$ cat src/rtl/up_seq_pkg.sv
// Shared encodings for the micro-sequencer: FSM states, opcode values and ALU selects.
package up_seq_pkg;

    typedef enum logic [1:0] {
        ST_IDLE  = 2'd0,
        ST_FETCH = 2'd1,
        ST_WAIT  = 2'd2,
        ST_EXEC  = 2'd3
    } state_t;

    localparam logic [3:0] OP_JC    = 4'h0;
    localparam logic [3:0] OP_JNC   = 4'h1;
    localparam logic [3:0] OP_CMPI  = 4'h2;
    localparam logic [3:0] OP_CMPM  = 4'h3;
    localparam logic [3:0] OP_LIT   = 4'h4;
    localparam logic [3:0] OP_IN    = 4'h5;
    localparam logic [3:0] OP_LD    = 4'h6;
    localparam logic [3:0] OP_ST    = 4'h7;
    localparam logic [3:0] OP_JZ    = 4'h8;
    localparam logic [3:0] OP_JNZ   = 4'h9;
    localparam logic [3:0] OP_ADDI  = 4'hA;
    localparam logic [3:0] OP_ADDM  = 4'hB;
    localparam logic [3:0] OP_JMP   = 4'hC;
    localparam logic [3:0] OP_OUT   = 4'hD;
    localparam logic [3:0] OP_NANDI = 4'hE;
    localparam logic [3:0] OP_NANDM = 4'hF;

    localparam logic [2:0] ALU_NONE = 3'b000;
    localparam logic [2:0] ALU_CMP  = 3'b001;
    localparam logic [2:0] ALU_PASS = 3'b010;
    localparam logic [2:0] ALU_ADD  = 3'b011;
    localparam logic [2:0] ALU_NAND = 3'b100;

    // Opcodes whose operand comes from RAM (RAM drives the bus).
    function automatic logic is_mem_read(input logic [3:0] op);
        return (op == OP_CMPM) || (op == OP_LD) || (op == OP_ADDM) || (op == OP_NANDM);
    endfunction

    function automatic logic is_mem_op(input logic [3:0] op);
        return is_mem_read(op) || (op == OP_ST);
    endfunction

endpackage

$ cat src/rtl/up_seq_decode.sv
// Combinational decode of sequencer state, opcode and flags into datapath control strobes.
module up_seq_decode
    import up_seq_pkg::*;
(
    input  state_t      state,
    input  logic [3:0]  instr,
    input  logic        c_flag,
    input  logic        z_flag,
    output logic        phase,
    output logic        fetch_en,
    output logic        pc_inc,
    output logic        pc_load,
    output logic [2:0]  alu_sel,
    output logic        accu_en,
    output logic        flags_en,
    output logic        ram_oe,
    output logic        ram_we,
    output logic        in_oe,
    output logic        out_en,
    output logic        halted
);

    always_comb begin
        phase    = 1'b0;
        fetch_en = 1'b0;
        pc_inc   = 1'b0;
        pc_load  = 1'b0;
        alu_sel  = ALU_NONE;
        accu_en  = 1'b0;
        flags_en = 1'b0;
        ram_oe   = 1'b0;
        ram_we   = 1'b0;
        in_oe    = 1'b0;
        out_en   = 1'b0;
        halted   = 1'b0;

        case (state)
            ST_IDLE: begin
                halted = 1'b1;
            end
            ST_FETCH: begin
                fetch_en = 1'b1;
                pc_inc   = 1'b1;
            end
            ST_WAIT: begin
                phase  = 1'b1;
                ram_oe = is_mem_read(instr);
            end
            ST_EXEC: begin
                phase  = 1'b1;
                ram_oe = is_mem_read(instr);
                case (instr)
                    OP_JC:    pc_load = c_flag;
                    OP_JNC:   pc_load = ~c_flag;
                    OP_JZ:    pc_load = z_flag;
                    OP_JNZ:   pc_load = ~z_flag;
                    OP_JMP:   pc_load = 1'b1;
                    OP_CMPI, OP_CMPM: begin
                        flags_en = 1'b1;
                        alu_sel  = ALU_CMP;
                    end
                    OP_LIT, OP_LD: begin
                        accu_en = 1'b1;
                        alu_sel = ALU_PASS;
                    end
                    OP_IN: begin
                        accu_en = 1'b1;
                        alu_sel = ALU_PASS;
                        in_oe   = 1'b1;
                    end
                    OP_ADDI, OP_ADDM: begin
                        accu_en  = 1'b1;
                        flags_en = 1'b1;
                        alu_sel  = ALU_ADD;
                    end
                    OP_NANDI, OP_NANDM: begin
                        accu_en  = 1'b1;
                        flags_en = 1'b1;
                        alu_sel  = ALU_NAND;
                    end
                    OP_ST:    ram_we = 1'b1;
                    OP_OUT:   out_en = 1'b1;
                    default:  ;
                endcase
            end
            default: ;
        endcase
    end

endmodule

$ cat src/rtl/up_sequencer.sv
// Four-state fetch/execute sequencer; only the state is registered, all strobes are decoded.
// Define UP_SEQ_RAM_WAIT_EN to insert a WAIT cycle for RAM-accessing opcodes.
module up_sequencer
    import up_seq_pkg::*;
(
    input  logic        clock,
    input  logic        reset,
    input  logic        run,
    input  logic [3:0]  instr,
    input  logic        c_flag,
    input  logic        z_flag,
    output logic        phase,
    output logic        fetch_en,
    output logic        pc_inc,
    output logic        pc_load,
    output logic [2:0]  alu_sel,
    output logic        accu_en,
    output logic        flags_en,
    output logic        ram_oe,
    output logic        ram_we,
    output logic        in_oe,
    output logic        out_en,
    output logic        halted
);

    state_t state_q;
    state_t state_d;

    always_comb begin
        state_d = state_q;
        case (state_q)
            ST_IDLE:  state_d = run ? ST_FETCH : ST_IDLE;
            ST_FETCH: begin
`ifdef UP_SEQ_RAM_WAIT_EN
                // The fetch latch is transparent while fetch_en is high, so the
                // incoming opcode is already visible for the wait-state decision.
                state_d = is_mem_op(instr) ? ST_WAIT : ST_EXEC;
`else
                state_d = ST_EXEC;
`endif
            end
            ST_WAIT:  state_d = ST_EXEC;
            ST_EXEC:  state_d = run ? ST_FETCH : ST_IDLE;
            default:  state_d = ST_IDLE;
        endcase
    end

    always_ff @(posedge clock) begin
        if (reset) begin
            state_q <= ST_IDLE;
        end else begin
            state_q <= state_d;
        end
    end

    up_seq_decode u_decode (
        .state    (state_q),
        .instr    (instr),
        .c_flag   (c_flag),
        .z_flag   (z_flag),
        .phase    (phase),
        .fetch_en (fetch_en),
        .pc_inc   (pc_inc),
        .pc_load  (pc_load),
        .alu_sel  (alu_sel),
        .accu_en  (accu_en),
        .flags_en (flags_en),
        .ram_oe   (ram_oe),
        .ram_we   (ram_we),
        .in_oe    (in_oe),
        .out_en   (out_en),
        .halted   (halted)
    );

endmodule

$ cat config.mk
export PLATFORM = sky130hd
export DESIGN_NAME = up_sequencer
export DESIGN_NICKNAME = d
export VERILOG_FILES = /design/src/rtl/up_seq_pkg.sv /design/src/rtl/up_seq_decode.sv /design/src/rtl/up_sequencer.sv
export SDC_FILE = /design/constraint.sdc
export NUM_CORES = 1
export LEC_CHECK = 0
export CAP_MARGIN = 10
export CORE_AREA = 4 4 41 43
export CTS_CLUSTER_SIZE = 24
export DETAILED_ROUTE_END_ITERATION = 10
export DIE_AREA = 0 0 45 47
export SLEW_MARGIN = 20
export SYNTH_ARGS = -nofsm -noshare
export SYNTH_HDL_FRONTEND = slang
export SYNTH_SLANG_ARGS = --single-unit
export TNS_END_PERCENT = 10
$ cat constraint.sdc
create_clock -name clock -period 2.2 [get_ports clock]
set_input_delay 0.33 -clock clock [delete_from_list [all_inputs] [get_ports clock]]
set_output_delay 0.33 -clock clock [all_outputs]
set_load 0.05 [all_outputs]
# == Word level (Yosys, flattened, before mapping) ==
# Cells that the tools add are included.
# word_totals
reg_bits,2
input_bits,9
out_inout_bits,14
elab_cells,55
# op_classes
n_eq_ne,18
mux,20
bitwise_logic,2
reduce_logical,14
# op_table
op,count
4-bit equality test (second input constant),8
4-bit by 3-bit equality test with 1-bit output (second input constant),4
1-bit two-way mux,16
3-bit case mux with 4 select lines,1
2-bit OR reduction,6
4-bit by 2-bit equality test with 1-bit output (second input constant),2
7-bit OR reduction,1
6-bit OR reduction,1
1-bit case mux with 5 select lines,1
2-bit equality test (second input constant),2
4-bit by 1-bit equality test with 1-bit output (second input constant),1
4-bit zero test,1
2-bit case mux with 2 select lines,1
1-bit logical OR,3
3-bit two-way mux,1
3-bit OR reduction,1
2-bit by 1-bit equality test with 1-bit output (second input constant),1
2-bit zero test,1
1-bit inverter,2

# == Longest topological paths before layout ==
# Gate-level depths: netlist (run 1).
# logic_depth
depth_word,5
mapped_depth,4
ltp_nobuf,4

# == Cells and area by module ==
# Synthesis (run 1) repeated with hierarchy kept, for this count alone.
# hier_totals
hier_cells,37
area_unflattened_um2,239.0
# by_module_without_submodules
module,n_inst,cells_each,area_per_inst_um2,seq_area_each_um2
up_seq_decode,1,31,177.7,0.0
up_sequencer,1,6,61.3,40.0

# == Worst setup path after synthesis (run 1) ==
# No wires, ideal clock.
# synth_path
path_kind,in2out
start,input port instr[3]
end,output port in_oe
t_arrival_ps,1810
required_ps,1870
path_slack_ps,60
path_stages,3
n_path_buf,0
path_cell_list,and2b_1 nand2_1 nor3b_1
# synth_via
elab_chain_cells,3
# synth_rtl
element,line,source
start: declaration,up_sequencer.sv:9,"input logic [3:0] instr,"
4-bit by 3-bit equality test with 1-bit output,up_seq_decode.sv:52,case (instr)
1-bit two-way mux,up_seq_decode.sv:52,
1-bit two-way mux,up_seq_decode.sv:37,case (state)
end: declaration,up_sequencer.sv:21,"output logic in_oe,"
# Every way passes these cells.

# == Final worst setup path (run 1) ==
# Same ends and word-level chain as after synthesis.

==> flow_summary.yaml, run 1 <==
detailed_routing:
  route.antenna.remaining_nets: 0
  first_pass_iters: 2
  vias: 334
  drt_drc_violations_left: 0
  drt-total-wl_um: 718
  dr.first_iter.drc_count: 5
  detail_route.vias_per_cell: 4.18
  drt-wirelength-per-cell_um: 8.98
synthesis:
  yosysWarnings: 0
  synth_simple_gate_area_share_pct: 43.0
  synth_top_family_by_area: "simple AND/OR/NAND/NOR gates"
  synth_nets: 54
  syn_avg_cell_area_sq_um: 6.96
  synth_cell_type_count: 19
  synth_enable_flop_cells: 0
  synth_fa_ha_area_share_pct: 17.5
  yosys-mux-area-fraction_pct: 0
  ys_ff_latch: 2
  seq_area_frac_synth_pct: 14.0
  synth_compound_area_share_pct: 8.77
  postSynth.topFlopCell: "sky130_fd_sc_hd__dfxtp_1"
  synthesis.area_sq_um: 285
  synthXorXnorAreaFrac_pct: 6.14
  post_synth_inst_count: 41
  asyncSetResetFlopFracSynth_pct: 0
power:
  power_density_nw_per_um2: 468
  pleak_uw: 0.000294
  peak_ir_drop_on_the_vdd_network_mv: 0.224
setup_path:
  path_type_of_the_worst_setup_path: "in -> out"
  crit_path_max_fanout: 6
  worst_endpoint_data_arrival_time_ns: 1.74
  worst_path_largest_cell_delay_ns: 0.47
  worst_setup_path_start_kind: "primary input"
  timing.critical_path.cells: "clkdlybuf4s50_1, and2b_1, nand2_1, nor3b_1, buf_12"
  critical_path.slowest_cell: "sky130_fd_sc_hd__clkdlybuf4s50_1"
  cp.buffers_inverters: 2
  kind_of_capture_point_of_the_worst_setup_path: "primary output"
  critPathRequiredTime_ns: 1.87
  timing.critical_path.max_delay_family: "simple AND/OR/NAND/NOR gates"
clocking:
  cts_made_buffers: 3
  path_clk_slew_ns: 0.03
  tritoncts_clock_tree: "built"
  cts_hold_buf: 0
  buffer_levels_on_the_longest_clock_path: 2
  htree_num_levels: 1
  cts_root_buffer: "sky130_fd_sc_hd__clkbuf_4"
  worstSkewPairLatency_ns: 0.22
  post_cts_buffers: 0
  clock-sinks: 2
timing:
  setup_slack_ns: 0.127
  clock-skew-final_ns: 0.000279
  final_min_period_over_clock_period_pct: 94.2
  worst_pin_slew_ns: 0.502
  setup-tns-final_ns: 0
  setup_viol: 0
  finalHoldViolations: 0
  finalMaxSlewViolations: 0
  fmax_mhz: 482
  grt_setup_unrepaired: "no"
  min_period_ns: 2.07
  timing.max_slew.rel_slack_pct: 66.5
  hold_ws_ns: 0.663
grt:
  via_count_of_the_first_global_routing_pass: 276
  global_route_wire_length_before_repair_mm: 1.02
  grt_max_degree: 8
  globalRoute.totalOverflow: 0
  groute.usage.overall_pct: 7.01
  grt_antenna_before_repair: 0
layout:
  relative_area_change_from_synthesis_to_final_layout_pct: 119
  finalInstanceArea_sq_um: 626
  mostFrequentLayoutCells: "sky130_fd_sc_hd__clkdlybuf4s50_1, sky130_fd_sc_hd__buf_12, sky130_fd_sc_hd__nor2_1"
  largestRegisters: "state_q (2)"
  layout.cells.non_filler: 80
  post_route_cells_drive_above_1_share_pct: 23.1
  fin_nets: 80
  most_frequent_standard_cell_in_the_layout_excluding_fill_and_tap_cells: "sky130_fd_sc_hd__clkdlybuf4s50_1"
  number_of_flip_flops_in_the_largest_register: 2
  diodes: 0
  max_flop_register: "state_q"
place:
  post-place-ws_ns: 0.139
  dpl_cell_area_sq_um: 601
  gp_congestion: 0.692
  post-place-cells: 77
  post-dp-hpwl_um: 653
  numPortBuffers: 22
floorplan:
  floorplan.initialDensity_pct: 21.9
  floorplan.die_area_sq_um: 2120
  core_area_sq_um: 1300
  die_w_um: 45
  die_height_um: 47
  rows: 13
  num_io_pins: 23
outcome:
  run_status: "finished clean"
min_path:
  holdCritPathClass: "in -> reg"
flow_run:
  maxCapViolations: 0
cells in the mapped netlist, types with 2 or more instances:
cell type / count / area (sq um)
sky130_fd_sc_hd__ha_1: 4 / 50.1
sky130_fd_sc_hd__nand2_1: 7 / 26.3
sky130_fd_sc_hd__a21boi_0: 2 / 15.0
sky130_fd_sc_hd__inv_1: 3 / 11.3
sky130_fd_sc_hd__dfxtp_1: 2 / 40.0
sky130_fd_sc_hd__nor3b_1: 2 / 15.0
sky130_fd_sc_hd__nor2_1: 8 / 30.0
sky130_fd_sc_hd__nor2b_1: 2 / 12.5
metrics by stage:
| step | total power, uW | utilization (%) |
|---|---|---|
| 2_1_floorplan | 156 | - |
| 4_1_cts | 300 | 47.9 |
| 3_3_place_gp | 216 | 46.2 |
| 6_report | 293 | 48.1 |
| 5_1_grt | 311 | 48.1 |
| 3_5_place_dp | 217 | 46.2 |
worst register-to-register path: stages, from the launching register on:
cell	delay, ns
sky130_fd_sc_hd__dfxtp_1	0.34
sky130_fd_sc_hd__inv_1	0.07
sky130_fd_sc_hd__ha_1	0.30
sky130_fd_sc_hd__nor2_1	0.11
sky130_fd_sc_hd__nor2_1	0.04
report_power, final:
| part | leakage, uW | switching (uW) | internal (uW) |
|---|---|---|---|
| combinational | 0.000264 | 98.6 | 69.5 |
| sequential | 0.0000167 | 3.91 | 42.1 |
| clock | 0.0000138 | 18.4 | 60.0 |
what timing repair did:
action,in CTS,in global routing
gates resized for setup,0,1
hold endpoints to repair,0,0
endpoints found under the setup margin,0,1
metal layers:
metal | track usage (%) | routed length (um)
met1 | 5.87 | 268
met2 | 13.3 | 369
met3 | 1.53 | 80
met4 | 7.02 | 0
met5 | 0 | 0
cell type report:
cell class | instances | area [sq um]
sequential | 2 | 40.0
inverter | 3 | 11.3
tap | 15 | 18.8
multi-input combinational | 34 | 215
clock buffer | 3 | 22.5
fill | 130 | 676
timing repair buffer | 23 | 318
worst paths after layout:
check	start	end	slack (ns)	cells after the start
min	reset	state_q[0]$_SDFF_PP0_	0.66	2
max	instr[3]	in_oe	0.13	5
min reg2reg	state_q[1]$_SDFF_PP0_	state_q[0]$_SDFF_PP0_	0.68	4
max reg2reg	state_q[0]$_SDFF_PP0_	state_q[0]$_SDFF_PP0_	1.24	4
logic make-up (layout without fill, tap and decap cells):
group,count (synthesis),after routing
fa+ha+maj,4,4
flops,2,2
xor+xnor,2,2
buf+inv,5,29
simple gates,25,25
compound gates,3,3
No activity file was read; power rests on OpenSTA's default activity.
==> run 2, diff against run 1 <==
ABC_AREA = 0   (was unset)
clock period = 1.7 ns   (was 2.2 ns; I/O delays follow)
==> flow_summary.yaml, run 2 (same netlist as run 1, synthesis figures left out) <==
setup_path:
  kind_of_capture_point_of_the_worst_setup_path: "primary output"
  critPathRequiredTime_ns: 1.44
  path_type_of_the_worst_setup_path: "in -> out"
  r2r-start: "state_q[1]$_SDFF_PP0_"
  start_point_of_the_critical_path: "z_flag"
  reg2reg_slack_ns: 0.75
  r2r-end: "state_q[0]$_SDFF_PP0_"
  crit_end: "pc_load"
  crit_path_max_fanout: 2
  reg2reg_depth: 4
  worst_endpoint_data_arrival_time_ns: 1.41
  worst_setup_path_start_kind: "primary input"
timing:
  setup_viol: 0
  finalMaxSlewViolations: 0
  setup-tns-final_ns: 0
  clock-skew-final_ns: 0.00218
  min_period_ns: 1.67
  setup_slack_ns: 0.0308
  final_min_period_over_clock_period_pct: 98.2
  worst_pin_slew_ns: 0.262
  grt_setup_unrepaired: "yes"
  timing.max_slew.rel_slack_pct: 82.5
  finalHoldViolations: 0
  fmax_mhz: 599
outcome:
  run_status: "finished clean"
clocking:
  cts_hold_buf: 0
  post_cts_buffers: 0
  buffer_levels_on_the_longest_clock_path: 2
  cts_made_buffers: 3
  htree_num_levels: 1
  worstSkewPairLatency_ns: 0.22
  tritoncts_clock_tree: "built"
  cts_root_buffer: "sky130_fd_sc_hd__clkbuf_4"
  clock-sinks: 2
  path_clk_slew_ns: 0.03
floorplan:
  core_area_sq_um: 1300
  num_io_pins: 23
  die_height_um: 47
  rows: 13
  floorplan.initialDensity_pct: 21.9
  die_w_um: 45
  floorplan.die_area_sq_um: 2120
grt:
  grt_antenna_before_repair: 0
  via_count_of_the_first_global_routing_pass: 316
  globalRoute.totalOverflow: 0
  global_route_wire_length_before_repair_mm: 1.20
  grt_max_degree: 8
  groute.usage.overall_pct: 7.89
layout:
  fill_cells: 138
  most_frequent_standard_cell_in_the_layout_excluding_fill_and_tap_cells: "sky130_fd_sc_hd__buf_12"
  footprint_of_the_multi_input_gates_sq_um: 231
  max_flop_register: "state_q"
  post_route_cells_drive_above_1_share_pct: 39.7
  mostFrequentLayoutCells: "sky130_fd_sc_hd__buf_12, sky130_fd_sc_hd__nor2_1, sky130_fd_sc_hd__nand2_1"
  fin_nets: 83
  relative_area_change_from_synthesis_to_final_layout_pct: 143
  seq_area_sq_um: 41.3
  number_of_flip_flops_in_the_largest_register: 2
  largestRegisters: "state_q (2)"
  diodes: 0
power:
  power_density_nw_per_um2: 613
  pleak_uw: 0.000322
  peak_ir_drop_on_the_vdd_network_mv: 0.360
place:
  post-place-ws_ns: -0.167
  gp_congestion: 0.671
  numPortBuffers: 22
  post-dp-hpwl_um: 677
detailed_routing:
  drt_drc_violations_left: 0
  first_pass_iters: 2
  drt-wirelength-per-cell_um: 9.27
  detail_route.vias_per_cell: 4.20
  vias: 349
  dr.first_iter.drc_count: 7
  drt-total-wl_um: 769
  route.antenna.remaining_nets: 0
flow_run:
  maxCapViolations: 0
min_path:
  holdCritPathClass: "in -> reg"
[run 2: where the power goes]
part	leakage, uW	internal, uW	total [uW]	switching [uW]
clock	0.0000138	77.8	103	25.6
combinational	0.000291	123	261	138
sequential	0.0000169	55.1	60.7	5.63
[run 2: how the worst min path moves through the flow]
stage,startpoint,end,slack (ns),depth (start not counted)
2_1_floorplan,reset,state_q[1]$_SDFF_PP0_,0.33,1
6_report,run,state_q[0]$_SDFF_PP0_,0.59,3
3_3_place_gp,state_q[1]$_SDFF_PP0_,state_q[0]$_SDFF_PP0_,0.66,4
3_5_place_dp,state_q[1]$_SDFF_PP0_,state_q[0]$_SDFF_PP0_,0.67,4
5_1_grt,run,state_q[0]$_SDFF_PP0_,0.63,3
4_1_cts,run,state_q[0]$_SDFF_PP0_,0.59,3
[run 2: area by class of cell]
| type | count | share of cell area [%] |
|---|---|---|
| Inverter | 3 | 1.62 |
| Multi-Input combinational cell | 34 | 33.4 |
| Tap cell | 15 | 2.71 |
| Timing Repair Buffer | 26 | 53.1 |
| Clock buffer | 3 | 3.25 |
| Sequential cell | 2 | 5.96 |
[run 2: timing repair]
item	4_1_cts	5_1_grt
gates cloned	0	0
setup endpoints to repair	6	8
pin swaps	1	1
resized for setup	6	4
[run 2: critical path, cell delays in order]
cell                              delay (ns)
sky130_fd_sc_hd__clkdlybuf4s50_1        0.47
sky130_fd_sc_hd__and3b_1                0.17
sky130_fd_sc_hd__o311a_1                0.35
sky130_fd_sc_hd__buf_6                  0.16
[run 2: per-stage QoR]
step	cell area [sq um]	total power, uW	utilization (%)	std cells	hold slack [ns]
global placement	656	317	50.4	80	0.661
CTS	679	429	52.2	83	0.586
global route	693	454	53.3	83	0.633
finish	693	425	53.3	83	0.593
detailed placement	656	319	50.4	80	0.668
floorplan	290	202	-	41	0.327
[run 2: layer usage]
metal | GRT usage (%) | up-vias | part of all wire [%] | wire length [um]
met4 | 5.26 | 0 | 0 | 0
met3 | 2.30 | 0 | 7.7 | 59
met2 | 14.4 | 12 | 55 | 423
met1 | 7.69 | 152 | 37 | 286
li1 | - | 185 | - | -
met5 | 0 | - | 0 | 0
==> run 3, diff against run 2 <==
ABC_AREA = unset   (was 0)
==> results of run 3 <==
Same layout as run 2: the final DEF is identical, and so are final timing and power.
